File: src/rtl/serial_carry_sequencer_if.sv
// Operand/result handshake bundle for serial_carry_sequencer.
//   slave  modport : the sequencer (accepts operands, presents results)
//   master modport : the operand producer / result consumer
// Signals:
//   in_valid / in_ready            operand handshake
//   op_a, op_b (WIDTH), op_cin     operands and carry-in
//   out_valid / out_ready          result handshake
//   sum (WIDTH), cout, overflow    result
interface serial_carry_sequencer_if #(
  parameter int WIDTH = 8
);
  logic             in_valid;
  logic             in_ready;
  logic [WIDTH-1:0] op_a;
  logic [WIDTH-1:0] op_b;
  logic             op_cin;
  logic             out_valid;
  logic             out_ready;
  logic [WIDTH-1:0] sum;
  logic             cout;
  logic             overflow;

  modport slave (
    input  in_valid, op_a, op_b, op_cin, out_ready,
    output in_ready, out_valid, sum, cout, overflow
  );

  modport master (
    output in_valid, op_a, op_b, op_cin, out_ready,
    input  in_ready, out_valid, sum, cout, overflow
  );
endinterface

File: src/rtl/serial_carry_sequencer.sv
// Bit-serial adder controller wrapped around a single fabric carry cell.
// Operands are accepted in IDLE, then one bit per cycle is presented to the
// cell (P, G, CIN); the cell's SUMOUT is captured into the result and its
// COUT is fed back as the next CIN. After WIDTH bits the result (sum, cout,
// signed overflow) is offered until the consumer accepts it.
// Ports:
//   clk, reset                 clock, synchronous active-high reset
//   bus (slave modport)        operand / result valid-ready handshakes
//   adder_carry_p/g/cin        drive to the carry cell (0 outside RUN)
//   adder_carry_sumout/cout    combinational response from the carry cell
module serial_carry_sequencer #(
  parameter int WIDTH = 8
) (
  input  logic                        clk,
  input  logic                        reset,
  serial_carry_sequencer_if.slave     bus,
  output logic                        adder_carry_p,
  output logic                        adder_carry_g,
  output logic                        adder_carry_cin,
  input  logic                        adder_carry_sumout,
  input  logic                        adder_carry_cout
);

  localparam int IW = (WIDTH > 1) ? $clog2(WIDTH) : 1;
  localparam logic [IW-1:0] LAST_IDX = IW'(WIDTH - 1);

  typedef enum logic [1:0] {
    S_IDLE = 2'd0,
    S_RUN  = 2'd1,
    S_DONE = 2'd2
  } state_t;

  state_t           state_reg;
  logic [IW-1:0]    idx_reg;
  logic [WIDTH-1:0] a_reg;
  logic [WIDTH-1:0] b_reg;
  logic             carry_reg;
  logic [WIDTH-1:0] sum_reg;
  logic             cout_reg;
  logic             overflow_reg;
  logic             in_ready_reg;
  logic             out_valid_reg;

  logic             running;
  logic             last_bit;
  logic [WIDTH-1:0] sum_bit_we;

  assign running  = (state_reg == S_RUN);
  assign last_bit = (idx_reg == LAST_IDX);

  // One-hot write enable for the sum bit currently being produced; the
  // other bits keep their previous contents.
  generate
    for (genvar gi = 0; gi < WIDTH; gi++) begin : g_sum_we
      assign sum_bit_we[gi] = running && (idx_reg == IW'(gi));
    end
  endgenerate

  // Cell drive comes straight from registered state so the cell sees a
  // stable P/G/CIN for the whole RUN cycle and its response settles before
  // the capturing edge.
  assign adder_carry_p   = running & (a_reg[idx_reg] ^ b_reg[idx_reg]);
  assign adder_carry_g   = running & (a_reg[idx_reg] & b_reg[idx_reg]);
  assign adder_carry_cin = running & carry_reg;

  assign bus.in_ready  = in_ready_reg;
  assign bus.out_valid = out_valid_reg;
  assign bus.sum       = sum_reg;
  assign bus.cout      = cout_reg;
  assign bus.overflow  = overflow_reg;

  always_ff @(posedge clk) begin
    if (reset) begin
      state_reg     <= S_IDLE;
      idx_reg       <= '0;
      a_reg         <= '0;
      b_reg         <= '0;
      carry_reg     <= 1'b0;
      sum_reg       <= '0;
      cout_reg      <= 1'b0;
      overflow_reg  <= 1'b0;
      in_ready_reg  <= 1'b1;
      out_valid_reg <= 1'b0;
    end else begin
      for (int i = 0; i < WIDTH; i++) begin
        if (sum_bit_we[i]) begin
          sum_reg[i] <= adder_carry_sumout;
        end
      end

      case (state_reg)
        S_IDLE: begin
          if (bus.in_valid && in_ready_reg) begin
            a_reg        <= bus.op_a;
            b_reg        <= bus.op_b;
            carry_reg    <= bus.op_cin;
            idx_reg      <= '0;
            in_ready_reg <= 1'b0;
            state_reg    <= S_RUN;
          end
        end

        S_RUN: begin
          carry_reg <= adder_carry_cout;
          if (last_bit) begin
            // carry_reg still holds the carry into the MSB here.
            cout_reg      <= adder_carry_cout;
            overflow_reg  <= carry_reg ^ adder_carry_cout;
            out_valid_reg <= 1'b1;
            state_reg     <= S_DONE;
          end else begin
            idx_reg <= idx_reg + 1'b1;
          end
        end

        S_DONE: begin
          if (bus.out_ready) begin
            out_valid_reg <= 1'b0;
            in_ready_reg  <= 1'b1;
            state_reg     <= S_IDLE;
          end
        end

        default: begin
          state_reg     <= S_IDLE;
          in_ready_reg  <= 1'b1;
          out_valid_reg <= 1'b0;
        end
      endcase
    end
  end

endmodule

File: src/flat_wrapper.sv
// flat-port wrapper written by rule: the top's interface ports become plain ports
module serial_carry_sequencer_flat 
#(
  parameter int WIDTH = 8
)
  (clk, reset, adder_carry_p, adder_carry_g, adder_carry_cin, adder_carry_sumout, adder_carry_cout, bus_in_valid, bus_op_a, bus_op_b, bus_op_cin, bus_out_ready, bus_in_ready, bus_out_valid, bus_sum, bus_cout, bus_overflow);
  serial_carry_sequencer_if #(.WIDTH(WIDTH)) bus_i ();
  input  logic clk;
  input  logic reset;
  output logic adder_carry_p;
  output logic adder_carry_g;
  output logic adder_carry_cin;
  input  logic adder_carry_sumout;
  input  logic adder_carry_cout;
  input wire logic [$bits(bus_i.in_valid)-1:0] bus_in_valid;
  input wire logic [$bits(bus_i.op_a)-1:0] bus_op_a;
  input wire logic [$bits(bus_i.op_b)-1:0] bus_op_b;
  input wire logic [$bits(bus_i.op_cin)-1:0] bus_op_cin;
  input wire logic [$bits(bus_i.out_ready)-1:0] bus_out_ready;
  output wire logic [$bits(bus_i.in_ready)-1:0] bus_in_ready;
  output wire logic [$bits(bus_i.out_valid)-1:0] bus_out_valid;
  output wire logic [$bits(bus_i.sum)-1:0] bus_sum;
  output wire logic [$bits(bus_i.cout)-1:0] bus_cout;
  output wire logic [$bits(bus_i.overflow)-1:0] bus_overflow;
  assign bus_i.in_valid = bus_in_valid;
  assign bus_i.op_a = bus_op_a;
  assign bus_i.op_b = bus_op_b;
  assign bus_i.op_cin = bus_op_cin;
  assign bus_i.out_ready = bus_out_ready;
  assign bus_in_ready = bus_i.in_ready;
  assign bus_out_valid = bus_i.out_valid;
  assign bus_sum = bus_i.sum;
  assign bus_cout = bus_i.cout;
  assign bus_overflow = bus_i.overflow;
  serial_carry_sequencer #(.WIDTH(WIDTH)) u_core (.clk(clk), .reset(reset), .bus(bus_i), .adder_carry_p(adder_carry_p), .adder_carry_g(adder_carry_g), .adder_carry_cin(adder_carry_cin), .adder_carry_sumout(adder_carry_sumout), .adder_carry_cout(adder_carry_cout));
endmodule
File: config.mk
export PLATFORM = sky130hd
export DESIGN_NAME = serial_carry_sequencer_flat
export DESIGN_NICKNAME = d
export VERILOG_FILES = /design/src/rtl/serial_carry_sequencer_if.sv /design/src/rtl/serial_carry_sequencer.sv /design/src/flat_wrapper.sv
export SDC_FILE = /design/constraint.sdc
export NUM_CORES = 1
export LEC_CHECK = 0
export BUFFER_PORTS_ARGS = -buffer_cell sky130_fd_sc_hd__buf_2
export CAP_MARGIN = 20
export CORE_MARGIN = 5
export CORE_UTILIZATION = 55
export DETAILED_ROUTE_END_ITERATION = 10
export PLACE_DENSITY = 0.93
export SKIP_CTS_REPAIR_TIMING = 1
export SYNTH_ARGS = -nofsm -noshare
export SYNTH_HDL_FRONTEND = slang
export SYNTH_SLANG_ARGS = --single-unit
File: constraint.sdc
create_clock -name clk -period 3.2 [get_ports clk]
set_clock_uncertainty 0.1 [all_clocks]
set_input_delay 0.32 -clock clk [delete_from_list [all_inputs] [get_ports clk]]
set_output_delay 0.32 -clock clk [all_outputs]
set_load 0.01 [all_outputs]
## Yosys cells after proc, flatten, opt, wreduce, memory -nomap -nowiden

Index checks and enable logic that the tools add are counted.
W data, S select, Z words.

- Eq/ne operators: 13
- Muxes and demuxes: 19
- Bitwise gates (word level): 8
- Add/sub/neg operators: 1
- $lt $le $gt $ge: 1
- Reduce and logical (&&, ||, !) cells: 19

Operators by type and width:

| kind | number |
|---|---|
| $eq A3 B3 Y1 const B | 4 |
| $reduce_and A3 Y1 | 4 |
| $logic_and A1 B1 Y1 | 9 |
| $mux W1 | 7 |
| $bmux W1 S3 | 2 |
| $eq A3 B2 Y1 const B | 2 |
| $mux W2 | 3 |
| $mux W3 | 2 |
| $ne A2 B2 Y1 const B | 3 |
| $pmux W1 S3 | 2 |
| $pmux W2 S3 | 1 |
| $pmux W3 S2 | 1 |
| $reduce_and A2 Y1 | 3 |
| $and A1 B1 Y1 | 4 |
| $lt A3 B4 Y1 const B | 1 |
| $add A3 B1 Y3 const B | 1 |
| $eq A3 B1 Y1 const B | 1 |
| $logic_not A3 Y1 | 1 |
| $eq A2 B1 Y1 const B | 1 |
| $eq A2 B2 Y1 const B | 1 |
| $logic_not A2 Y1 | 1 |
| $ne A2 B1 Y1 const B | 1 |
| $not A1 Y1 | 2 |
| $pmux W1 S2 | 1 |
| other kinds (2) | 3 |

- Logic and storage cells: 78
- Register bits: 34
- Output and inout port bits: 15
- Input port bits: 23

## Logic depth before layout (Yosys ltp)

Gate-level depths: netlist (run 1).

- Word-level depth: 4
- Gate-level depth with buffers: 6
- Mapped depth without buffers: 5

## Worst setup path after synthesis (run 1)

No wires, ideal clock.

- Path kind: register -> output
- From: register u_core.idx_reg[0]
- To: output port adder_carry_p
- Setup slack: 1.234 ns
- Data required time: 2.780 ns
- Stages on the path, launching flop included: 7
- Buffers on the path: 1
- Arrival: 1.546 ns
- Cell sequence: dfxtp_1 -> buf_2 -> mux4_2 -> nand2_1 -> nand2_1 -> ha_1 -> and2_1

- Longest elaborated chain between the ends: 4
- Elaborated cells on any way between the ends: 6
- Those cells by class: 4 x mux; 2 x bitwise

RTL lines:

| what | RTL line | text |
|---|---|---|
| start: declaration | serial_carry_sequencer.sv:34 | `logic [IW-1:0] idx_reg;` |
| start signal: assignment | serial_carry_sequencer.sv:112 | `idx_reg <= idx_reg + 1'b1;` |
| $bmux W1 S3 | serial_carry_sequencer.sv:62 | `assign adder_carry_p = running & (a_reg[idx_reg] ^ b_reg[idx_reg]);` |
| $mux W1 (implied by the code) | serial_carry_sequencer.sv:62 |  |
| $xor A1 B1 Y1 (*) | serial_carry_sequencer.sv:62 |  |
| $and A1 B1 Y1 (*) | serial_carry_sequencer.sv:62 |  |
| end: declaration | flat_wrapper.sv:10 | `output logic adder_carry_p;` |

Every way passes the cells marked *; elsewhere a longest branch is shown, timed or not. The select of a mux whose other input is x is not followed.

## Worst setup path after layout (run 1)

Same ends and word-level chain as after synthesis.

==> results by group, run 1 <==
Outcome
  – Status: complete, no violations

GRT
  – Vias in the first global route: 1,320
  – Initial antenna violation count: 0
  – GRT busiest layer: met2
  – GR Util met2: 0.269
  – Met3 Usage GRT: 0.0639
  – Global route total overflow: 0
  – Global-route wire length before repair: 5620 um
  – Largest net degree at the start of global routing: 38
  – Met1 Track Usage GR: 0.211
  – Total GRT Usage: 0.176

Clock tree
  – Clk sinks: 34
  – CTS root buf: clkbuf_4
  – Reg clk slew, reported paths: 0.10 ns
  – Htree depth: 2
  – Latest clock arrival within the worst-skew pair: 0.34 ns
  – Num CTS Buffers: 5
  – TritonCTS clock tree: built
  – Clock Path Buffers: 2

Yosys
  – Area leader, netlist: dfxtp_1
  – Post-Synth Simple-Gate Area: 0.243
  – Post-synth ARST share: 0
  – Compound-Gate Fraction of Synth Area: 0.118
  – FF+latch count, synth: 34
  – Cells after Synth: 177
  – Synth top area cells: dfxtp_1 43%, nand2_1 10%, a21oi_1 7.6%
  – Top-count cell post-synth: nand2_1
  – Area share of the leading cell type in the synthesized netlist: 0.433
  – Mux cell area share after synthesis: 0.0956
  – Largest family of logic cells by synthesized area: simple AND/OR/NAND/NOR gates
  – Synth cell count leaders: 42 x nand2_1, 34 x dfxtp_1, 24 x a21oi_1
  – Synth Flop Type: dfxtp_1
  – Post-synth EDFFs: 0
  – Synthesized-area fraction occupied by adder cells: 0.0558
  – Synth Cell Area: 1570 um^2
  – Post-synth net total: 207
  – Register area share after synthesis: 0.433
  – Xor/xnor cell area share of the yosys netlist: 0.00558
  – Yosys cell types: 30
  – Yosys warns: 0
  – Synthesized area per cell: 8.87 um^2

STA
  – Unrepaired setup endpoints after global routing: false
  – Max_slew headroom: 0.476
  – Hold Violations, Final: 0
  – Fin crit share: 0.787
  – Worst Setup Slack, final: 0.682 ns
  – Final Setup Violations: 0
  – Max Slew Vio Count: 0
  – Max Clk Rate: 0.397 GHz
  – Tmin final: 2.52 ns
  – Total negative slack: 0 ns
  – Slew @ Worst Pin: 0.781 ns

Floorplan
  – Starting Density: 0.569
  – Die area: 4020 um^2
  – Die Y: 63.4 um
  – Core area: 2760 um^2
  – # rows: 19
  – Die X: 63.4 um
  – Io pins: 38

Final layout
  – Diode count: 0
  – Share of layout cells above drive strength 1: 0.251
  – Final core utilization: 0.645
  – Final nets: 237
  – Area growth syn-to-layout: 13.2%

Pwr
  – Leak: 0.773 nW
  – Power, Total: 0.785 mW
  – Clock power share: 0.280
  – Sw Share: 0.270
  – Sequential Power Share: 0.589
  – VDD IR-drop max: 420 uV
  – Pwr per Cell Area: 442 nW/um^2
  – P_int: 0.573 mW
  – Combinational share of power: 0.131
  – Net Switching: 0.212 mW

Place
  – Post-DP HPWL: 2280 um
  – Routability cong.: 0.802
  – PortBufs: 37
  – Post-place setup slack: 1.04 ns

Worst setup path
  – CP endpoint kind: primary output
  – Critical path type: reg2out
  – Crit start category: register
  – Worst path required time: 2.78 ns
  – Crit Path Max Fanout: 8
  – Critical Path AT: 2.10 ns

Drt
  – Via/cell ratio: 5.50
  – DR vias: 1,308
  – DRT Pass-1 Iters: 5
  – DRT antenna net count: 0
  – WL final: 3170 um
  – WL/cell: 13.3 um
  – Post-route DRC: 0
  – DR iter-0 viols: 72

Min path
  – HP Class: in2reg

Run
  – Max cap viols: 0
[power groups by stage]
stage / clock (mW) / combinational [mW] / sequential (mW)
after global routing: 0.247 / 0.118 / 0.467
after floorplan: 0 / 0.0828 / 0.464
after CTS: 0.223 / 0.104 / 0.463
after global placement: 0 / 0.101 / 0.471
final: 0.220 / 0.103 / 0.463
after detailed placement: 0 / 0.103 / 0.472
[worst max-delay path: stages (launching register included)]
cell and delay, ns:
dfxtp_1 0.55, mux4_2 0.55, nand2_1 0.08, nand2_1 0.05, ha_1 0.27, and2_1 0.13, buf_2 0.13
[cells in the final DEF, fill, tap and decap left out, types with 2 or more instances in the layout]
cell | Yosys | routed
a21oi_1 | 24 | 24
inv_1 | 4 | 4
nand2_1 | 42 | 42
nand3_1 | 3 | 3
or3_1 | 2 | 2
clkbuf_1 | 6 | 2
clkbuf_4 | 0 | 5
and4bb_2 | 3 | 3
nand4b_1 | 3 | 3
and2_1 | 3 | 3
o31ai_1 | 2 | 2
mux4_2 | 4 | 4
nor3_1 | 3 | 3
nor2_1 | 10 | 10
nand2b_1 | 2 | 2
dfxtp_1 | 34 | 34
ha_1 | 7 | 7
mux2i_1 | 6 | 6
buf_2 | 7 | 37
[stage by stage]
step	hold slack, ns	instances	cell area (um^2)
final	0.104	238	1780
after floorplan	0.333	177	1570
after global placement	0.340	231	1730
after detailed placement	0.351	231	1730
after CTS	0.0988	238	1780
after global routing	0.0971	238	1780
[kinds of logic after synthesis]
group	after synthesis
AO/OA/AOI/OAI	31
XOR/XNOR	1
adder cells (fa/ha/maj)	7
buffers and inverters	18
flip-flops	34
multiplexers	10
AND/OR/NAND/NOR	76
[final timing paths]
path | slack [ns] | end | start | cells after the start
min | 0.10 | u_core.a_reg[2]$_SDFFE_PP0P_ | bus_op_a[2] | 3
max reg2reg | 1.26 | u_core.idx_reg[0]$_SDFFE_PP0P_ | u_core.idx_reg[0]$_SDFFE_PP0P_ | 5
max | 0.68 | adder_carry_p | u_core.idx_reg[0]$_SDFFE_PP0P_ | 6
min reg2reg | 0.36 | u_core.bus.sum[7]$_SDFFE_PP0P_ | u_core.bus.sum[7]$_SDFFE_PP0P_ | 2
[area by class of cell]
cell class	instances	area, um^2
Multi-Input combinational cell	125	813
Timing Repair Buffer	37	185
Fill cell	240	980
Sequential cell	34	681
Inverter	4	15.0
Clock buffer	7	45.0
Tap cell	31	38.8
[layer usage]
layer,wire length (um),share of wire
met1,1440,0.45
met2,1460,0.46
met3,185,0.058
met4,88,0.028
met5,0,0
(Power assumes the default switching activity.)
==> inputs of run 2 (changes only) <==
Settings changed: CORE_UTILIZATION 55 to 47, PLACE_DENSITY 0.93 to 0.85.
Clock period 3.2 ns to 2.1 ns, I/O delays scaled along.
==> run 2 against run 1 <==
  * The flow now finishes with violations (negative setup slack)
  * Core utilization decreased by 7.4 points
  * Non-clock buffer count increased by 5
  * Sequential share of layout area decreased by 1.7 points
  * Critical path depth unchanged
  * Sequential power increased by 52%
  * Die area increased by 14%
  * Combinational power increased by 67%
  * Cell area increased by 5.4%
  * Critical endpoint unchanged
  * Highest routed layer unchanged
==> results by group, run 2 (synthesis results as in run 1) <==
Final layout
  – Most frequent cells in the layout: 40 x nand2_1, 37 x buf_2, 32 x dfxtp_1
  – Non-Filler Instances: 259
  – Final nets: 242
  – Commonest non-fill, non-tap cell in the layout: nand2_1
  – Share of layout cells above drive strength 1: 0.296
  – Final Instance Area: 1870 um^2
  – Multi-input gate area: 831 um^2
  – Final core utilization: 0.571
  – Reg area: 686 um^2
  – Fillers: 321
  – Area growth syn-to-layout: 19.4%
  – Diode count: 0

Worst setup path
  – Worst setup path startpoint: u_core.idx_reg[0]$_SDFFE_PP0P_
  – CP Cell Sequence: mux4_2, nand2_1, nand2_2, ha_4, and2_1, buf_2
  – Buf/Inv on CP: 1
  – Top delay family on crit path: multiplexers
  – RR Endpoint: u_core.idx_reg[0]$_SDFFE_PP0P_
  – Critical path type: reg2out
  – R2r worst-path depth: 6
  – Crit. path cell count: 6
  – Worst path required time: 1.79 ns
  – Max incr delay on CP: 0.49 ns
  – Reg2Reg Launch Point: u_core.idx_reg[0]$_SDFFE_PP0P_
  – CP endpoint kind: primary output
  – Reg-to-reg slack, setup: 0.12 ns
  – Crit Path Max Fanout: 5
  – Critical Path AT: 1.85 ns
  – Crit start category: register
  – Cell at the slowest stage of the critical path: mux4_2

STA
  – Max Clk Rate: 0.464 GHz
  – Max Slew Vio Count: 0
  – Tmin final: 2.16 ns
  – Hold Violations, Final: 0
  – Fin crit share: 1.03
  – Worst Setup Slack, final: -0.0554 ns
  – Unrepaired setup endpoints after global routing: true
  – Max_slew headroom: 0.572
  – Final Setup Violations: 1
  – Slew @ Worst Pin: 0.642 ns

GRT
  – Vias in the first global route: 1,246
  – Largest net degree at the start of global routing: 38
  – Global-route wire length before repair: 5100 um
  – Global route total overflow: 0
  – Initial antenna violation count: 0
  – Total GRT Usage: 0.147

Pwr
  – Leak: 0.806 nW
  – Pwr per Cell Area: 663 nW/um^2
  – Power, Total: 1.24 mW
  – VDD IR-drop max: 328 uV

Drt
  – DRT antenna net count: 0
  – Post-route DRC: 0
  – DR vias: 1,276
  – WL final: 3040 um
  – DRT Pass-1 Iters: 4
  – Via/cell ratio: 4.93
  – DR iter-0 viols: 52
  – WL/cell: 11.7 um

Floorplan
  – Io pins: 38
  – Die X: 67.8 um
  – # rows: 21
  – Die Y: 67.8 um
  – Core area: 3280 um^2
  – Starting Density: 0.478
  – Die area: 4600 um^2

Clock tree
  – CTS root buf: clkbuf_4
  – Htree depth: 2
  – Num CTS Buffers: 5
  – Clk sinks: 34
  – Clock Path Buffers: 2
  – TritonCTS clock tree: built
  – Latest clock arrival within the worst-skew pair: 0.32 ns
  – Reg clk slew, reported paths: 0.10 ns

Place
  – Dpl cell area: 1780 um^2
  – Dpl cells: 250
  – Post-DP HPWL: 2220 um
  – PortBufs: 37
  – Routability cong.: 0.773
  – Post-place setup slack: 0.0989 ns

Min path
  – HP Class: in2reg
  – Hold Path Sink: u_core.b_reg[1]$_SDFFE_PP0P_
  – HP Start: bus_op_b[1]
  – Cell count of the worst hold path: 3

Outcome
  – Violated checks: negative setup slack
  – Status: finished with violations

Run
  – Max cap viols: 0
-- run 2: per-stage QoR --
step	hold WS, ns	setup TNS [ns]
floorplan	0.246	0
global placement	0.344	0
detailed placement	0.345	0
CTS	0.0103	-0.346
global route	0.00340	-0.238
finish	0.0227	-0.0554
-- run 2: where the power goes --
part / total (mW) / switching, mW / internal (mW) / leakage [nW]
combinational: 0.172 / 0.0901 / 0.0822 / 0.492
clock: 0.368 / 0.206 / 0.162 / 0.0353
sequential: 0.702 / 0.0262 / 0.676 / 0.278
-- run 2: worst reg2reg max path: stages, from the launching register on --
cell and delay [ns]:
dfxtp_4 0.38, buf_4 0.15, ha_1 0.21, ha_1 0.25, or3b_4 0.42, or3_1 0.32
o31ai_1 0.07
-- run 2: worst max path at each step --
stage / end / slack, ns
floorplan: adder_carry_p / 0.24
global placement: u_core.idx_reg[0]$_SDFFE_PP0P_ / 0.15
CTS: adder_carry_p / -0.22
global route: adder_carry_p / -0.16
finish: adder_carry_p / -0.06
detailed placement: u_core.idx_reg[0]$_SDFFE_PP0P_ / 0.1
-- run 2: per-layer routing --
| layer | vias up | wire (um) | GRT usage | share of wire |
|---|---|---|---|---|
| met5 | - | 0 | 0 | 0 |
| met2 | 26 | 1400 | 0.238 | 0.46 |
| met1 | 575 | 1450 | 0.177 | 0.48 |
| li1 | 673 | - | - | - |
| met3 | 2 | 148 | 0.0549 | 0.049 |
| met4 | 0 | 36 | 0.0521 | 0.012 |
-- run 2: layout make-up --
cell class,instances,area share
clock inverters,1,0.00267
multi-input cells,125,0.443
inverters,4,0.00801
repair buffers,42,0.120
flip-flops and latches,34,0.366
well taps,46,0.0307
clock buffers,7,0.0294
